$ cat src/rtl/loader_pkg.sv
// Shared definitions for the program loader: the loader state encoding,
// the payload length implied by a zero length byte, and a small helper
// that turns a raw length byte into a payload byte count.
package loader_pkg;

    // Loader states, in the order a good frame passes through them.
    typedef enum logic [2:0] {
        IDLE  = 3'd0,
        LOAD  = 3'd1,
        CHECK = 3'd2,
        DONE  = 3'd3,
        ERR   = 3'd4
    } loader_state_t;

    // A length byte of zero means a full 256-byte payload.
    localparam int LEN_ZERO_N = 256;

    // Payload byte count for a given length byte (1..256, needs 9 bits).
    function automatic logic [8:0] frame_len(input logic [7:0] len_byte);
        return (len_byte == 8'h00) ? 9'(LEN_ZERO_N) : {1'b0, len_byte};
    endfunction

    // The loader takes bytes until a frame has been judged good or bad.
    function automatic logic takes_bytes(input loader_state_t st);
        return (st == IDLE) || (st == LOAD) || (st == CHECK);
    endfunction

endpackage

$ cat src/rtl/program_loader.sv
// Program loader: parses a length/payload/checksum byte stream, writes the
// payload into instruction memory starting at BASE_ADDR (wrapping mod 256),
// and releases the processor reset only when the checksum matches.
// The cpu_reset output is meant to be ORed with the system reset at the
// processor. Memory contents written before a reset are left as they are.
module program_loader
    import loader_pkg::*;
#(
    parameter logic [7:0] BASE_ADDR = 8'h00
) (
    input  logic       clk,
    input  logic       reset,
    input  logic       restart,
    input  logic       in_valid,
    input  logic [7:0] in_data,
    output logic       in_ready,
    output logic       mem_we,
    output logic [7:0] mem_addr,
    output logic [7:0] mem_wdata,
    output logic       cpu_reset,
    output logic       done,
    output logic       error
);

    loader_state_t state;
    logic [8:0]    n_len;   // payload bytes expected in this frame (1..256)
    logic [8:0]    idx;     // payload bytes accepted so far
    logic [7:0]    acc;     // running mod-256 sum of the payload
    logic          accept;

    // Byte handshake: ready depends only on the registered state.
    assign in_ready = takes_bytes(state);
    assign accept   = in_valid && in_ready;

    // Frame parser, memory write port and status outputs, all registered.
    // NOTE: every register here is assigned with <= so each update sees the
    // values from before the edge; mixing in = would make the order of
    // statements change the hardware.
    always_ff @(posedge clk) begin
        if (reset) begin
            state     <= IDLE;
            n_len     <= 9'd0;
            idx       <= 9'd0;
            acc       <= 8'd0;
            mem_we    <= 1'b0;
            mem_addr  <= BASE_ADDR;
            mem_wdata <= 8'd0;
            cpu_reset <= 1'b1;
            done      <= 1'b0;
            error     <= 1'b0;
        end else begin
            // Write strobe is a single-cycle pulse unless a payload byte lands.
            mem_we <= 1'b0;

            if (restart) begin
                // Restart wins over any byte presented in the same cycle.
                state     <= IDLE;
                done      <= 1'b0;
                error     <= 1'b0;
                cpu_reset <= 1'b1;
            end else if (accept) begin
                case (state)
                    IDLE: begin
                        n_len <= frame_len(in_data);
                        idx   <= 9'd0;
                        acc   <= 8'd0;
                        state <= LOAD;
                    end
                    LOAD: begin
                        mem_we    <= 1'b1;
                        mem_addr  <= BASE_ADDR + idx[7:0];
                        mem_wdata <= in_data;
                        acc       <= acc + in_data;
                        idx       <= idx + 9'd1;
                        if (idx == n_len - 9'd1) begin
                            state <= CHECK;
                        end
                    end
                    CHECK: begin
                        if (in_data == acc) begin
                            state     <= DONE;
                            done      <= 1'b1;
                            cpu_reset <= 1'b0;
                        end else begin
                            state     <= ERR;
                            error     <= 1'b1;
                            cpu_reset <= 1'b1;
                        end
                    end
                    default: begin
                        // DONE and ERR never accept a byte; they wait for restart.
                    end
                endcase
            end
        end
    end

endmodule

$ cat config.mk
export PLATFORM = sky130hd
export DESIGN_NAME = program_loader
export DESIGN_NICKNAME = d
export VERILOG_FILES = /design/src/rtl/loader_pkg.sv /design/src/rtl/program_loader.sv
export SDC_FILE = /design/constraint.sdc
export NUM_CORES = 1
export LEC_CHECK = 0
export ABC_CLOCK_PERIOD_IN_PS = 3500
export BUFFER_PORTS_ARGS = -buffer_cell sky130_fd_sc_hd__clkbuf_2
export CAP_MARGIN = 30
export CORE_MARGIN = 2
export CORE_UTILIZATION = 25
export DETAILED_ROUTE_END_ITERATION = 16
export MAX_ROUTING_LAYER = met4
export PLACE_DENSITY = 0.52
export REMOVE_ABC_BUFFERS = 1
export SLEW_MARGIN = 10
export SYNTH_ARGS = -nofsm -noshare
export SYNTH_HDL_FRONTEND = slang
export SYNTH_SLANG_ARGS = --single-unit
$ cat constraint.sdc
create_clock -name clk -period 3.5 [get_ports clk]
set_clock_uncertainty 0.15 [all_clocks]
set_input_delay 0.7 -clock clk [delete_from_list [all_inputs] [get_ports clk]]
set_output_delay 0.7 -clock clk [all_outputs]
set_load 0.01 [all_outputs]
# [Word-level counts from Yosys, hierarchy flattened]
# Index checks and enable logic that the tools add are counted.
[op_classes] addsub=3 n_eq_ne=5 n_mux=8 n_bitwise=3 reduce_logical=16
[op_table] operator="9-bit case mux with 2 select lines" n=1
[op_table] operator="3-bit AND reduction" n=6
[op_table] operator="8-bit case mux with 2 select lines" n=1
[op_table] operator="9-bit by 1-bit adder with 9-bit output, second input constant" n=1
[op_table] operator="9-bit == test" n=1
[op_table] operator="9-bit two-way mux" n=1
[op_table] operator="3-bit case mux with 3 select lines" n=1
[op_table] operator="9-bit by 1-bit subtractor with 9-bit output, second input constant" n=1
[op_table] operator="8-bit adder" n=1
[op_table] operator="8-bit == test" n=1
[op_table] operator="8-bit logical NOT" n=1
[op_table] operator="3-bit two-way mux" n=2
[op_table] operator="3-bit by 1-bit == test with 1-bit output, second input constant" n=1
[op_table] operator="3-bit by 2-bit == test with 1-bit output, second input constant" n=1
[op_table] operator="3-bit logical NOT" n=1
[op_table] operator="1-bit NOT" n=3
[op_table] operator="3-bit nonzero test" n=1
[op_table] operator="3-bit OR reduction" n=1
[op_table] operator="1-bit logical OR" n=2
[op_table] operator="1-bit two-way mux" n=2
[op_table] operator="2-bit by 1-bit inequality test with 1-bit output, second input constant" n=1
[op_table] operator="2-bit AND reduction" n=1
[op_table] operator="2-bit nonzero test" n=1
[op_table] operator="2-bit OR reduction" n=1
[op_table] operator="1-bit logical AND" n=1
[word_totals] regBits=49 inputBits=12 out_inout_bits=21 wordCells=45

# [Depth between registers and ports, before layout]
# Gate-level depths: netlist (run 1).
[logic_depth] ltp_word=6 depth_mapped=8 depth_no_buf=8

# [Worst setup path before layout (run 1)]
# Ideal clock, no wire load.
[synth_path] path_type="input port to flip-flop" from="in in_data[0]" to="reg acc[6]" setup_time_ps=117 arrival_time_ps=2152 required_ps=3233 setup_slack_ps=1081 cell_stages=8 path_cell_list="ha_1 -> fa_1 -> a21o_1 -> a21oi_1 -> o21bai_1 -> a21oi_1 -> xnor2_1 -> a32o_1"
[synth_between] elab_chain_len=2
[synth_rtl] item="from (decl)" line_no="program_loader.sv:15" rtl="input logic [7:0] in_data,"
[synth_rtl] item="8-bit adder" line_no="program_loader.sv:73" rtl="acc <= acc + in_data;"
[synth_rtl] item="8-bit case mux with 2 select lines" line_no="program_loader.sv:62" rtl="case (state)"
[synth_rtl] item="to (signal assigned)" line_no="program_loader.sv:73"
[synth_rtl] item="to (decl)" line_no="program_loader.sv:28" rtl="logic [7:0] acc;"
# Every way passes these cells.
# A chain may end at the register's enable or synchronous reset.

# [Worst setup path after layout (run 1)]
[layout_path] from="in in_data[1]" to="reg acc[7]"
# The elaborated chain is that of the path after synthesis.

==> summary.txt, run 1 <==
Run status
  – Status: completed

Critical path
  – Setup crit end kind: register
  – Worst EP arrival: 2.44 ns
  – CP Launch Type: input port
  – CP Class: in -> reg
  – Worst path required time: 3.56 ns
  – Max FO, Critical Path: 5

Placement
  – Port bufs: 32
  – Pre-CTS setup slack: 0.826 ns
  – Area after DPL: 2690 um^2
  – GPL Wtd Cong: 0.802
  – HPWL Detailed: 4140 um
  – Placed insts: 446

STA
  – Final worst setup slack: 1.12 ns
  – Slew @ Worst Pin: 0.790 ns
  – # setup viols final: 0
  – Maximum clock frequency: 0.420 GHz
  – Final-report hold violation count: 0
  – Period minus WS final: 2.38 ns
  – Fin Setup TNS: 0 ns
  – Slew HR: 47.3%
  – Hold_ws: 0.304 ns
  – RSZ-0062 raised after global routing: false
  – Period Utilization, post-route: 68.0%
  – Max Slew Vio Count: 0

Clock network
  – CTS max path bufs: 2
  – CTS Root Cell: clkbuf_8
  – CTS tree: yes
  – Clock sinks: 49
  – CTS clk-pin slew, worst paths: 0.08 ns
  – Post-CTS resize count: 0
  – Hold-fix buffers, CTS: 0
  – Htree depth: 2
  – Post-CTS Setup Inserts: 0
  – CTS Buf Count: 5
  – Skew-Pair Late Insertion Delay: 0.29 ns

Synthesis
  – Post-Syn Instances: 297
  – Post-synthesis sequential area ratio: 40.9%
  – Main flop type after synthesis: dfxtp_1
  – Synth Area in Adders: 5.53%
  – Unique cell type count in the Yosys netlist: 44
  – Ys Warns: 0
  – Post-synthesis mux area share: 0.417%
  – Largest family of logic cells by synthesized area: simple AND/OR/NAND/NOR gates
  – Count of state elements after synthesis: 49
  – XOR/XNOR Fraction of Synth Area: 7.66%
  – Compound-gate portion of the synthesized area: 17.5%
  – Synth async-reset ratio: 0%
  – Syn avg cell area: 8.08 um^2
  – Number of synthesized flops with an enable pin: 0
  – Post-synthesis cell area: 2400 um^2
  – Synth Area in Simple Gates: 24.1%

Global routing
  – Largest net degree at the start of global routing: 36
  – Met1 Use GR: 15.5%
  – Met2 usage: 19.3%
  – Gr ovfl total: 0
  – GR Util met3: 2.33%
  – GRT Overall Usage: 11.9%
  – Number of global-route vias before repair: 1,976
  – First-pass GRT wire length: 9540 um
  – Initial antenna violation count: 0
  – GR peak layer: met2

Drt
  – Via count: 2,082
  – Avg WL per Cell: 12.6 um
  – DRC viols: 0
  – DRT antenna net count: 0
  – Initial DRC Count: 43
  – Vias per cell: 4.61
  – Overall routed net length: 5680 um
  – TritonRoute pass-1 iters: 4

Power
  – Power Dens Cells: 362 nW/um^2
  – Leak pwr: 1.05 nW
  – Overall Power: 999 uW
  – Worst vdd ir: 0.124 mV

Finish
  – Cell area after layout: 2760 um^2
  – Share of layout cells above drive strength 1: 14.2%
  – # diodes: 0
  – Area added between synthesis and finish: 15.0%
  – Multi-input gate area: 1330 um^2
  – Reg area: 981 um^2
  – Layout net count: 346
  – Layout Cells excl Fill: 452
  – Fin util: 29.7%
  – FILL cells: 1,051

Floorplan
  – Chip Width: 102 um
  – DIE AREA: 10,400 um^2
  – Initial core utilization: 25.8%
  – IO Count: 33
  – Core area: 9280 um^2
  – Die H: 102 um
  – Rows: 35

Job
  – # Max-Cap Violations: 0

Min path
  – Min-Delay Path Class: reg -> reg
critical path, cell delays in order:
cell,delay (ns)
clkbuf_2,0.14
ha_1,0.33
a21oi_1,0.20
o211ai_1,0.16
o41ai_1,0.33
xor2_1,0.13
or3_1,0.32
a31oi_1,0.13
cell usage in the layout, fill, tap and decap left out, types with 7 or more instances in the layout:
master     n
nand2_1   59
nor3_1     8
a22oi_1    7
xor2_1    12
xnor2_1    9
a21oi_1   33
inv_1     10
ha_1       9
dfxtp_1   49
nor2_1    24
clkbuf_2  32
cell families after synthesis:
| kind of cell | count (synthesis) |
|---|---|
| AOI/OAI and AO/OA | 66 |
| xor gates and xnor gates | 21 |
| adders and majority gates | 10 |
| buffers and inverters | 24 |
| DFF | 49 |
| muxes | 1 |
| and+or+nand+nor | 126 |
registers in the layout, indices dropped and copies added, names as in the netlist:
register,cells
acc,8
cpu_reset,1
done,1
error,1
idx,9
mem_addr,8
mem_wdata,8
mem_we,1
n_len,9
state,3
power breakdown:
group          switching, mW  internal, mW
Sequential           0.00990         0.565
Clock                  0.179         0.132
Combinational         0.0694        0.0433
Total                  0.258         0.740
synth_stat cells (2+ instances only):
cell	number	share of area, %
o211a_1	2	0.83
clkbuf_1	11	1.7
a22oi_1	7	2.2
o211ai_1	2	0.63
nor4_1	4	1.0
nor3_1	9	1.9
buf_2	3	0.63
nor2_1	24	3.8
a21oi_1	33	6.9
xnor2_1	9	3.3
o41ai_1	2	0.73
a311oi_1	2	0.73
inv_1	10	1.6
nand4_1	6	1.6
nand3_1	6	1.3
or3_1	6	1.6
nand2b_1	2	0.52
ha_1	9	4.7
a32oi_1	2	0.73
dfxtp_1	49	41
nor3_2	2	0.83
xor2_1	12	4.4
nand2_1	59	9.2
o21ai_0	6	1.3
area by class of cell:
class / instances / share of cell area [%]
Clock buffer: 5 / 2.49
Clock inverter: 1 / 0.181
Inverter: 10 / 1.36
Multi-Input combinational cell: 224 / 48.2
Sequential cell: 49 / 35.6
Tap cell: 129 / 5.85
Timing Repair Buffer: 34 / 6.35
path summary, 6_finish.rpt:
path | start | end | slack (ns) | cells after the start
hold / removal | mem_addr[0] | mem_addr[0] | 0.30 | 2
setup reg to reg | n_len[0] | state[1] | 1.23 | 8
setup / recovery | in_data[1] | acc[7] | 1.12 | 8
hold reg to reg | mem_addr[0] | mem_addr[0] | 0.30 | 2
per-layer routing:
metal	up-vias	wire [um]
met3	4	188
met1	960	2800
li1	1086	-
met5	-	0
met2	32	2660
met4	0	31
(Power assumes the default switching activity.)
==> run 2, diff against run 1 <==
--- a/config.mk
+++ b/config.mk
@@ -5,14 +5,14 @@
 export SDC_FILE = /design/constraint.sdc
 export NUM_CORES = 1
 export LEC_CHECK = 0
-export ABC_CLOCK_PERIOD_IN_PS = 3500
+export ABC_CLOCK_PERIOD_IN_PS = 1950
 export BUFFER_PORTS_ARGS = -buffer_cell sky130_fd_sc_hd__clkbuf_2
 export CAP_MARGIN = 30
 export CORE_MARGIN = 2
 export CORE_UTILIZATION = 25
 export DETAILED_ROUTE_END_ITERATION = 16
 export MAX_ROUTING_LAYER = met4
-export PLACE_DENSITY = 0.52
+export PLACE_DENSITY = 0.54
 export REMOVE_ABC_BUFFERS = 1
 export SLEW_MARGIN = 10
 export SYNTH_ARGS = -nofsm -noshare
==> constraint.sdc (replaced) <==
create_clock -name clk -period 1.95 [get_ports clk]
set_clock_uncertainty 0.15 [all_clocks]
set_input_delay 0.39 -clock clk [delete_from_list [all_inputs] [get_ports clk]]
set_output_delay 0.39 -clock clk [all_outputs]
set_load 0.01 [all_outputs]
==> run 2 against run 1 <==
  * The run now ends with setup timing left
  * Global-route usage up 1.7 points
  * Critical path depth up 1
  * Count of clock-buffer cells in the layout unchanged
  * Power up 90%
==> summary.txt, run 2 (synthesis results as in run 1) <==
Run status
  – Status: complete, but fails checks
  – Failing checks: setup timing

Finish
  – Most common cell after layout, fill and taps aside: nand2_1
  – Area added between synthesis and finish: 36.2%
  – Biggest regs: idx (9), n_len (9)
  – # diodes: 0
  – FILL cells: 1,010
  – Fin util: 35.2%
  – Layout net count: 392
  – Share of layout cells above drive strength 1: 31.2%
  – Most frequent cells in the layout: nand2_1, buf_4, dfxtp_1, clkbuf_2, a21oi_1

Critical path
  – R2R Setup Slk: -0.09 ns
  – CP Launch Type: register
  – Worst flop-to-flop path endpoint: state[1]
  – Cell count along the critical path: 9
  – Worst Path Buf+Inv: 2
  – R2R depth: 9
  – Crit path max-delay family: simple AND/OR/NAND/NOR gates
  – Slowest cell delay on critical path: 0.40 ns
  – Critical R2R Launch: n_len[0]
  – Worst EP arrival: 2.07 ns
  – Worst path required time: 1.99 ns
  – Worst setup startpoint: n_len[0]
  – Max FO, Critical Path: 3
  – CP Class: reg -> reg
  – CP max-delay cell: or3b_4
  – Cell Chain, Critical Path: inv_2 -> ha_4 -> or3b_4 -> buf_4 -> mux2i_1 -> o211ai_1 -> nor3_2 -> a311oi_1 -> nor4_1
  – CP endpoint: state[1]
  – Setup crit end kind: register

Global routing
  – Initial antenna violation count: 0
  – First-pass GRT wire length: 10,900 um
  – Largest net degree at the start of global routing: 18
  – Gr ovfl total: 0
  – GRT Overall Usage: 13.6%
  – Number of global-route vias before repair: 2,227

Drt
  – Avg WL per Cell: 13.0 um
  – Vias per cell: 4.65
  – DRT antenna net count: 0
  – Via count: 2,315
  – DRC viols: 0
  – Initial DRC Count: 71
  – TritonRoute pass-1 iters: 4
  – Overall routed net length: 6470 um

Clock network
  – CTS clk-pin slew, worst paths: 0.08 ns
  – CTS tree: yes
  – Skew-Pair Late Insertion Delay: 0.30 ns
  – Clock sinks: 49
  – Htree depth: 2
  – CTS Root Cell: clkbuf_8
  – CTS max path bufs: 2
  – CTS Buf Count: 5

Floorplan
  – Chip Width: 102 um
  – Initial core utilization: 25.8%
  – IO Count: 33
  – Rows: 35
  – Core area: 9280 um^2
  – DIE AREA: 10,400 um^2
  – Die H: 102 um

STA
  – Final worst setup slack: -0.0873 ns
  – Slew @ Worst Pin: 0.395 ns
  – Period Utilization, post-route: 104%
  – Slew HR: 73.7%
  – Maximum clock frequency: 0.491 GHz
  – Max Slew Vio Count: 0
  – # setup viols final: 4
  – Final-report hold violation count: 0
  – RSZ-0062 raised after global routing: true
  – Period minus WS final: 2.04 ns

Min path
  – Min-Delay Path Class: in -> reg

Placement
  – Port bufs: 32
  – GPL Wtd Cong: 0.781
  – HPWL Detailed: 4690 um

Power
  – Power Dens Cells: 581 nW/um^2
  – Overall Power: 1.90 mW
  – Leak pwr: 1.29 nW
  – Worst vdd ir: 0.262 mV

Job
  – # Max-Cap Violations: 0
==> run 2: changes by cell type in the layout (fill, tap and decap cells not counted), moves of 2 or more <==
cell / previous run / this run
buf_4: 2 / 47
ha_1: 9 / 3
ha_4: 0 / 6
dfxtp_1: 49 / 45
dfxtp_2: 0 / 3
nor3_1: 8 / 5
a21oi_1: 33 / 31
inv_1: 10 / 8
inv_2: 0 / 2
nor3_2: 3 / 5
==> run 2: per-layer routing <==
| layer | part of all wire (%) | wire, um | global-route usage, % |
|---|---|---|---|
| met1 | 48 | 3130 | 17.7 |
| met2 | 47 | 3040 | 22.1 |
| met3 | 3.1 | 202 | 2.39 |
| met4 | 1.5 | 99 | 3.08 |
| met5 | 0 | 0 | - |
==> run 2: metrics by stage <==
stage / area (um^2) / setup WS, ns / instances / TNS (ns) / hold WS [ns]
2_1_floorplan: 2340 / -0.426 / 283 / -8.85 / 0.292
3_3_place_gp: 3040 / -0.352 / 491 / -1.66 / 0.291
3_5_place_dp: 3040 / -0.369 / 491 / -1.48 / 0.296
4_1_cts: 3190 / -0.0910 / 497 / -0.187 / 0.244
5_1_grt: 3270 / -0.218 / 498 / -0.626 / 0.258
6_report: 3270 / -0.0873 / 498 / -0.230 / 0.255
==> run 2: final cells by class <==
type,count,area (um^2),share of cell area [%]
timing repair buffer,80,533,16.3
clock inverter,1,5.00,0.153
clock buffer,5,68.8,2.11
multi-input combinational,224,1470,45.1
tap,129,161,4.94
sequential,49,988,30.2
inverter,10,37.5,1.15
==> run 2: worst register-to-register path: cells and delay by family (launching register included) <==
| kind | cells | cell delay (ns) |
|---|---|---|
| adders and majority gates | 1 | 0.13 |
| and+or+nand+nor | 3 | 0.55 |
| buffers and inverters | 2 | 0.21 |
| AOI/OAI and AO/OA | 2 | 0.46 |
| muxes | 1 | 0.11 |
| DFF | 1 | 0.33 |
==> run 2: worst min-delay path by stage <==
stage / from / end / slack (ns) / cells past startpoint
after floorplan: n_len[8] / n_len[8] / 0.29 / 2
after global placement: mem_addr[0] / mem_addr[0] / 0.29 / 2
after detailed placement: mem_addr[4] / mem_addr[4] / 0.30 / 2
after CTS: restart / state[2] / 0.24 / 2
after global routing: restart / state[1] / 0.26 / 2
final: restart / state[2] / 0.25 / 2
==> run 2: repair_timing <==
item | CTS | global route
hold endpoints to repair | 0 | 0
endpoints found under the setup margin | 5 | 8
buffers inserted | 0 | 1
hold buffers | 0 | 0
pin swaps | 5 | 5
gates resized for setup | 19 | 10
==> run 2: report_power, final <==
part | leakage (nW) | switching, mW | internal, mW
combinational | 0.856 | 0.159 | 0.149
clock | 0.0399 | 0.327 | 0.237
sequential | 0.398 | 0.0130 | 1.01
